<file path="src/rtl/sequential_multiplicator_dispatch_pkg.sv">
// sequential_multiplicator_dispatch_pkg: shared operand/product types, FSM states and request record
package sequential_multiplicator_dispatch_pkg;
  localparam int OP_WIDTH = 8;
  typedef logic [OP_WIDTH-1:0] operand_t;
  typedef logic [2*OP_WIDTH-1:0] product_t;
  typedef enum logic [1:0] {IDLE, START, WAIT, HOLD} dispatch_state_e;
  typedef struct packed {
    operand_t multiplicand;
    operand_t multiplier;
  } req_t;
endpackage

</file>
<file path="src/rtl/sequential_multiplicator_dispatcher_fifo.sv">
// mult_req_fifo: synchronous request FIFO of operand pairs with occupancy count
module mult_req_fifo
  import sequential_multiplicator_dispatch_pkg::*;
#(
  parameter int DEPTH = 4
) (
  input  logic                     clk,
  input  logic                     rst,
  input  logic                     push,
  input  logic                     pop,
  input  req_t                     din,
  output req_t                     dout,
  output logic                     full,
  output logic                     empty,
  output logic [$clog2(DEPTH):0]   count
);
  localparam int AW = $clog2(DEPTH);
  req_t mem [DEPTH];
  logic [AW-1:0] wr_ptr, rd_ptr;
  logic do_push, do_pop;
  assign full = count == (AW+1)'(DEPTH);
  assign empty = count == '0;
  assign do_push = push && !full;
  assign do_pop = pop && !empty;
  assign dout = mem[rd_ptr];
  // storage is written only on an accepted push, no reset needed
  always_ff @(posedge clk)
    if (do_push) mem[wr_ptr] <= din;
  // pointers wrap naturally at the power-of-two depth; push+pop keeps count
  always_ff @(posedge clk)
    if (rst) begin
      wr_ptr <= '0;
      rd_ptr <= '0;
      count  <= '0;
    end else begin
      if (do_push) wr_ptr <= wr_ptr + 1'b1;
      if (do_pop) rd_ptr <= rd_ptr + 1'b1;
      count <= count + (AW+1)'(do_push) - (AW+1)'(do_pop);
    end
endmodule

</file>
<file path="src/rtl/sequential_multiplicator_dispatcher.sv">
// sequential_multiplicator_dispatcher: queues operand pairs, drives the multiplier one op at a time, returns results (DISPATCH_TIMEOUT_EN adds a WAIT watchdog)
module sequential_multiplicator_dispatcher
  import sequential_multiplicator_dispatch_pkg::*;
#(
  parameter int WIDTH = OP_WIDTH,
  parameter int DEPTH = 4
`ifdef DISPATCH_TIMEOUT_EN
  , parameter int TIMEOUT_CYCLES = 4*WIDTH+8
`endif
) (
  input  logic                     clock,
  input  logic                     reset_in,
  input  logic                     req_valid_in,
  output logic                     req_ready_out,
  input  logic [WIDTH-1:0]         req_multiplicand_in,
  input  logic [WIDTH-1:0]         req_multiplier_in,
  output logic [WIDTH-1:0]         mul_multiplicand_out,
  output logic [WIDTH-1:0]         mul_multiplier_out,
  output logic                     mul_start_out,
  input  logic                     mul_done_in,
  input  logic [2*WIDTH-1:0]       mul_product_in,
  input  logic                     mul_overflow_in,
  output logic                     rsp_valid_out,
  input  logic                     rsp_ready_in,
  output logic [2*WIDTH-1:0]       rsp_product_out,
  output logic                     rsp_overflow_out,
  output logic                     rsp_timeout_out,
  output logic [$clog2(DEPTH):0]   fifo_count_out
);
  dispatch_state_e state, state_n;
  req_t head;
  logic full, empty, pop, done_q, done_edge, tmo, finish;
  mult_req_fifo #(.DEPTH(DEPTH)) u_fifo (
    .clk  (clock),
    .rst  (reset_in),
    .push (req_valid_in),
    .pop  (pop),
    .din  ('{multiplicand: req_multiplicand_in, multiplier: req_multiplier_in}),
    .dout (head),
    .full (full),
    .empty(empty),
    .count(fifo_count_out)
  );
  assign req_ready_out = !full;
  assign mul_start_out = state == START;
  // next-state: pop in IDLE, single START cycle, WAIT for done edge or watchdog, HOLD until consumed
  always_comb begin
    done_edge = mul_done_in && !done_q;
    pop = state == IDLE && !empty;
    finish = state == WAIT && (done_edge || tmo);
    state_n = state == IDLE  ? (empty ? IDLE : START) :
              state == START ? WAIT :
              state == WAIT  ? (finish ? HOLD : WAIT) :
                               (rsp_ready_in ? IDLE : HOLD);
  end
  // state register
  always_ff @(posedge clock)
    if (reset_in) state <= IDLE;
    else state <= state_n;
  // operand latch, done edge detector and response capture
  always_ff @(posedge clock)
    if (reset_in) begin
      done_q               <= 1'b0;
      mul_multiplicand_out <= '0;
      mul_multiplier_out   <= '0;
      rsp_valid_out        <= 1'b0;
      rsp_product_out      <= '0;
      rsp_overflow_out     <= 1'b0;
    end else begin
      done_q <= mul_done_in;
      if (pop) begin
        mul_multiplicand_out <= head.multiplicand;
        mul_multiplier_out   <= head.multiplier;
      end
      if (finish) begin
        rsp_valid_out    <= 1'b1;
        rsp_product_out  <= done_edge ? mul_product_in : '0;
        rsp_overflow_out <= done_edge && mul_overflow_in;
      end else if (state == HOLD && rsp_ready_in) rsp_valid_out <= 1'b0;
    end
`ifdef DISPATCH_TIMEOUT_EN
  localparam int CW = $clog2(TIMEOUT_CYCLES+1);
  logic [CW-1:0] wait_cnt;
  assign tmo = state == WAIT && wait_cnt == CW'(TIMEOUT_CYCLES-1);
  // watchdog counts WAIT cycles, cleared whenever outside WAIT
  always_ff @(posedge clock)
    if (reset_in || state != WAIT) wait_cnt <= '0;
    else wait_cnt <= wait_cnt + 1'b1;
  // timeout flag accompanies the response; a real done wins a same-cycle tie
  always_ff @(posedge clock)
    if (reset_in) rsp_timeout_out <= 1'b0;
    else if (finish) rsp_timeout_out <= !done_edge;
`else
  assign tmo = 1'b0;
  assign rsp_timeout_out = 1'b0;
`endif
endmodule

</file>
<file path="config.mk">
export PLATFORM = sky130hd
export DESIGN_NAME = sequential_multiplicator_dispatcher
export DESIGN_NICKNAME = d
export VERILOG_FILES = /design/src/rtl/sequential_multiplicator_dispatch_pkg.sv /design/src/rtl/sequential_multiplicator_dispatcher_fifo.sv /design/src/rtl/sequential_multiplicator_dispatcher.sv
export SDC_FILE = /design/constraint.sdc
export NUM_CORES = 1
export LEC_CHECK = 0
export CORE_MARGIN = 10
export CORE_UTILIZATION = 51
export DETAILED_ROUTE_END_ITERATION = 8
export PLACE_DENSITY = 0.85
export SYNTH_ARGS = -nofsm -noshare
export SYNTH_HDL_FRONTEND = slang
export SYNTH_SLANG_ARGS = --single-unit
</file>
<file path="constraint.sdc">
create_clock -name clock -period 2.48 [get_ports clock]
set_clock_uncertainty 0.05 [all_clocks]
set_input_delay 0.372 -clock clock [delete_from_list [all_inputs] [get_ports clock]]
set_output_delay 0.372 -clock clock [all_outputs]
set_load 0.02 [all_outputs]
</file>
=== Yosys cells after proc, flatten, opt, wreduce, memory -nomap -nowiden ===
Memories as Yosys holds them, arrays and structs flattened. A register that Yosys moved wholly into a read port is not among the register bits.
Cells that the tools add are included.

* $add $sub $neg: 4
* $mul: 0
* Divide/modulo/power cells: 0
* $lt $le $gt $ge: 0
* Equality and inequality tests: 4
* Shift-type cells: 0
* Mux-type cells: 11
* Bitwise operators: 0
* Reductions and logical operators: 13

{| class="wikitable"
|+ Operators with widths
! operator !! number
|-
| 16-bit two-way mux || 1
|-
| 2-bit two-way mux || 4
|-
| 1-bit logical AND || 7
|-
| 1-bit two-way mux || 6
|-
| 2-bit by 1-bit adder with 2-bit output (second input constant) || 2
|-
| 2-bit == test (second input constant) || 2
|-
| 3-bit by 1-bit adder with 3-bit output || 1
|-
| 3-bit == test (second input constant) || 1
|-
| 1-bit zero test || 3
|-
| 3-bit zero test || 1
|-
| 3-bit by 1-bit subtractor with 3-bit output || 1
|-
| 2-bit by 1-bit == test with 1-bit output (second input constant) || 1
|-
| 2-bit zero test || 1
|-
| 2-bit nonzero test || 1
|}

* Bits in registers: 28
* Latch bits: 0
* RAM bits: 64
* Bits in read-only memories: 0
* Input port bits: 38
* Output and inout bits: 40
* Word-level logic and storage cells: 41
* Memories: 1

{| class="wikitable"
|+ Memory list
! memory !! words !! bits a word !! rd ports !! clocked after memory_dff !! write ports !! RTL line !! RTL
|-
| u_fifo.mem || 4 || 16 || 1 || 1 || 1 || sequential_multiplicator_dispatcher_fifo.sv:18 || <nowiki>req_t mem [DEPTH];</nowiki>
|}

=== Logic depth before layout (Yosys ltp) ===
* Depth after elaboration: 7
* Gate-level depth with buffers: 10
* Gate-level depth less buffers: 10

=== Modules after synthesis ===
From an unflattened synthesis, not the netlist that was laid out.

* Cell total of the unflattened synthesis: 306
* Area total of the unflattened synthesis: 4490.6 sq um

{| class="wikitable"
|+ Modules (own cells, without submodules)
! module !! instances !! cells each !! area each (sq um) !! seq. area each (sq um)
|-
| mult_req_fifo || 1 || 135 || 2808.9 || 2102.0
|-
| sequential_multiplicator_dispatcher || 1 || 171 || 1681.6 || 740.7
|}

=== Worst setup path after synthesis ===
No wires, ideal clock.

* Path kind: register to register
* From: register u_fifo.count[1]
* To: register u_fifo.count[2]
* Library setup time: 0.128 ns
* Data arrival time: 2.155 ns
* Data required time: 2.302 ns
* Path slack: 0.147 ns
* Cell stages (with the launch flop): 11
* Buffers on the path: 0
* Clock period less this slack: 2.333 ns
* Path through: dfxtp_1 or3_4 nand2_1 inv_1 ha_1 inv_1 ha_1 fa_1 xnor2_1 xnor2_1 nor2_1

* Longest elaborated chain between the ends: 5
* Elaborated cells on any way between the ends: 9
* Those cells by class: add/sub: 2; eq/ne: 1; reduce/logical: 6

{| class="wikitable"
|+ Ends and longest elaborated chain
! what !! RTL line !! RTL
|-
| start, declared || sequential_multiplicator_dispatcher_fifo.sv:15 || <nowiki>output logic [$clog2(DEPTH):0] count</nowiki>
|-
| start signal, assigned || sequential_multiplicator_dispatcher_fifo.sv:38 || <nowiki>count <= count + (AW+1)'(do_push) - (AW+1)'(do_pop);</nowiki>
|-
| 3-bit zero test || sequential_multiplicator_dispatcher_fifo.sv:22 || <nowiki>assign empty = count == '0;</nowiki>
|-
| 1-bit zero test || sequential_multiplicator_dispatcher.sv:49 || <nowiki>pop = state == IDLE && !empty;</nowiki>
|-
| 1-bit logical AND || sequential_multiplicator_dispatcher.sv:49 ||
|-
| named net pop || sequential_multiplicator_dispatcher.sv:32 || <nowiki>logic full, empty, pop, done_q, done_edge, tmo, finish;</nowiki>
|-
| 1-bit logical AND || sequential_multiplicator_dispatcher_fifo.sv:24 || <nowiki>assign do_pop = pop && !empty;</nowiki>
|-
| 3-bit by 1-bit subtractor with 3-bit output || sequential_multiplicator_dispatcher_fifo.sv:38 ||
|}

The timed path passes the listed nets, and every way through them passes these cells.
A chain may end at the register's enable or synchronous reset.

=== Worst setup path after layout ===
Same ends and word-level chain as after synthesis.

==> run_results.csv <==
group,metric,value,unit
hold_path,min-delay-start,"rsp_product_out[2]$_SDFFE_PP0P_",
clock_network,cts_tree,"done",
clock_network,cts_hold_buf,0,
floorplan,die_h,109,um
clock_network,cts.sinks,108,
placement,gp_congestion,0.735,
pwr,power.density,994,nW/um^2
yosys,synth_fp_nets,307,
cells_and_area,syn_to_final_growth,26.8,%
yosys,syn_inst,262,
yosys,seq_area_frac_synth,69.8,%
cells_and_area,design_area,5090,sq um
hold_path,hold_depth,2,
sta,worst_slack,131,ps
clock_network,cts_setup_buffers,0,
clock_network,cts_buffer_depth,2,
worst_setup_path,rr_startpoint,"u_fifo.count[1]$_SDFF_PP0_",
drt,wl,7580,um
sta,min_period_over_period,94.7,%
cells_and_area,finish.net_count,389,
hold_path,hold-path-endpoint,"rsp_product_out[2]$_SDFFE_PP0P_",
sta,slew_violations,0,
floorplan,die_w,109,um
sta,rsz0062_at_grt,"false",
clock_network,ctsResizeCount,0,
pwr,ir_drop,549,uV
worst_setup_path,critPathLaunchType,"register",
worst_setup_path,rrSetupSlack,130,ps
drt,drt-pass1-iter-count,4,
yosys,yosys_warnings,0,
placement,place_ws,119,ps
clock_network,clk_latency,360,ps
global_routing,grt_pass1_wl,12300,um
cells_and_area,fin_util,66.2,%
sta,finalSetupViolCount,0,
worst_setup_path,cp_max_fo,6,
clock_network,cts_root_buf,"clkbuf_8",
worst_setup_path,end_kind,"register",
sta,setup_tns,0,ps
yosys,syn-cell-area,4020,sq um
floorplan,num_rows,32,
status,status,"completed",
drt,viasPerCell,5.16,
placement,placed_cell_area,4900,sq um
global_routing,grt_pass1_vias,2443,
clock_network,htreeDepth,3,
drt,remaining_drc_errors,0,
drt,met2_wirelength,3590,um
global_routing,grt_max_degree,25,
floorplan,io_pins,78,
global_routing,grt_overflow,0,
hold_path,worstHoldPathType,"register to register",
placement,dp_cells,435,
run,maxCapViolations,0,
drt,top_layer,"met4",
worst_setup_path,reg2reg_to,"u_fifo.count[2]$_SDFF_PP0_",
pwr,leakagePower,1.73,nW
global_routing,groute.usage.overall,13.3,%
sta,fmaxAchievable,426,MHz
sta,slew_headroom,63.6,%
yosys,syn_avg_cell_area,15.3,sq um
yosys,synth_cell_type_count,34,
drt,final_antenna_net_count,0,
worst_setup_path,crit_required,2680,ps
placement,dp_hpwl,5230,um
sta,tightest_slew,541,ps
floorplan,core,7690,sq um
sta,hold_viol,0,
floorplan,die_area,11800,sq um
sta,min_period,2350,ps
cells_and_area,instances_no_fill,451,
floorplan,start_util,52.2,%
global_routing,antenna_found_initial,0,
worst_setup_path,ff2ff_path_depth,10,
worst_setup_path,path_class,"register to register",
clock_network,cts.clk_slew.worst_paths,100,ps
drt,met1Wirelength,2950,um
cells_and_area,drive_gt1_share,18.1,%
worst_setup_path,worstPathArrival,2550,ps
cells_and_area,n_antenna_cell,0,
drt,routedWlPerCell,16.8,um
placement,port_buffers,76,
yosys,ys_ff_latch,108,
drt,vias,2325,
drt,drt_iter0_markers,99,
clock_network,cts_made_buffers,9,
drt,met3_length,982,um
[worst max-delay path, cell delays in order (launching register included)]
cell and delay, ps:
dfxtp_2 360, or3_4 430, nand2_1 110, inv_1 70, ha_1 270, inv_1 40, ha_1 180, fa_1 370
xnor2_1 170, xnor2_1 140, nor2_1 60
[final cells by class]
cell class                 instances  area (sq um)
sequential                       108          2800
clock inverter                     7          61.3
fill                             536          2590
tap                              102           128
multi-input combinational        130          1110
inverter                          10          37.5
clock buffer                       9           124
timing repair buffer              85           828
[how the worst max path moves through the flow]
| stage | from | end | slack, ps | cells past startpoint |
|---|---|---|---|---|
| 4_1_cts | u_fifo.count[1]$_SDFF_PP0_ | u_fifo.count[2]$_SDFF_PP0_ | 100 | 10 |
| 3_3_place_gp | u_fifo.count[1]$_SDFF_PP0_ | u_fifo.count[2]$_SDFF_PP0_ | 170 | 10 |
| 3_5_place_dp | u_fifo.count[1]$_SDFF_PP0_ | u_fifo.count[2]$_SDFF_PP0_ | 120 | 10 |
| 2_1_floorplan | u_fifo.count[1]$_SDFF_PP0_ | u_fifo.count[2]$_SDFF_PP0_ | 150 | 10 |
| 5_1_grt | state[1]$_SDFF_PP0_ | u_fifo.count[2]$_SDFF_PP0_ | 4 | 10 |
| 6_report | u_fifo.count[1]$_SDFF_PP0_ | u_fifo.count[2]$_SDFF_PP0_ | 130 | 10 |
[registers in the layout, indices dropped and copies added (netlist names)]
register              cells
u_fifo.mem               64
rsp_product_out          16
mul_multiplicand_out      8
mul_multiplier_out        8
u_fifo.count              3
state                     2
u_fifo.rd_ptr             2
u_fifo.wr_ptr             2
done_q                    1
rsp_overflow_out          1
rsp_valid_out             1
[placed cells by master, fill, tap and decap left out, drive strengths merged, types with 5 or more instances in the layout]
cell	netlist	final
a21oi	22	22
a22o	16	16
buf	11	9
clkbuf	3	9
clkdlybuf4s50	0	76
dfxtp	44	44
edfxtp	64	64
ha	6	6
inv	10	12
mux4	16	16
nand2	35	35
nor2	5	5
[stage by stage]
stage,hold WS (ps),power (mW)
2_1_floorplan,421,3.49
3_5_place_dp,398,4.15
3_3_place_gp,391,4.09
6_report,408,5.06
4_1_cts,411,5.13
5_1_grt,427,5.35
[per-layer routing]
metal	global-route usage [%]	up-vias
met5	0	-
met4	5.18	0
met3	6.37	6
met2	21.0	94
met1	15.4	1094
li1	-	1131
[Yosys cell counts, drive strengths merged]
cell type,number,share of area [%]
a31oi,1,0.16
nor3b,2,0.37
or3,1,0.28
nand2,35,3.3
nor3,1,0.12
clkbuf,3,0.28
buf,11,1.7
nor4,1,0.31
nor2,5,0.47
ha,6,1.9
and4bb,1,0.31
dfxtp,44,22
mux4,16,9.0
and3,4,0.62
a31o,1,0.22
a311oi,1,0.22
inv,10,0.93
a22o,16,4.0
nor2b,4,0.62
edfxtp,64,48
fa,1,0.50
nand3b,2,0.37
a21oi,22,3.0
conb,1,0.093
o21ai,2,0.25
xnor2,2,0.44
nand3,3,0.37
o31ai,1,0.19
nand4bb,1,0.28
[where the power goes]
group | switching, mW | internal, mW
sequential | 0.175 | 2.20
combinational | 0.839 | 0.875
clock | 0.594 | 0.380
[cells by family after synthesis]
family / after synthesis / share of synthesized area [%]
other: 1 / 0.0934
AO/OA/AOI/OAI: 44 / 8.01
XOR/XNOR: 2 / 0.436
multiplexers: 16 / 8.97
adder cells (fa/ha/maj): 7 / 2.37
AND/OR/NAND/NOR: 60 / 7.42
buffers and inverters: 24 / 2.90
flip-flops: 108 / 69.8
Note: power is estimated with default switching activity, not from simulation.
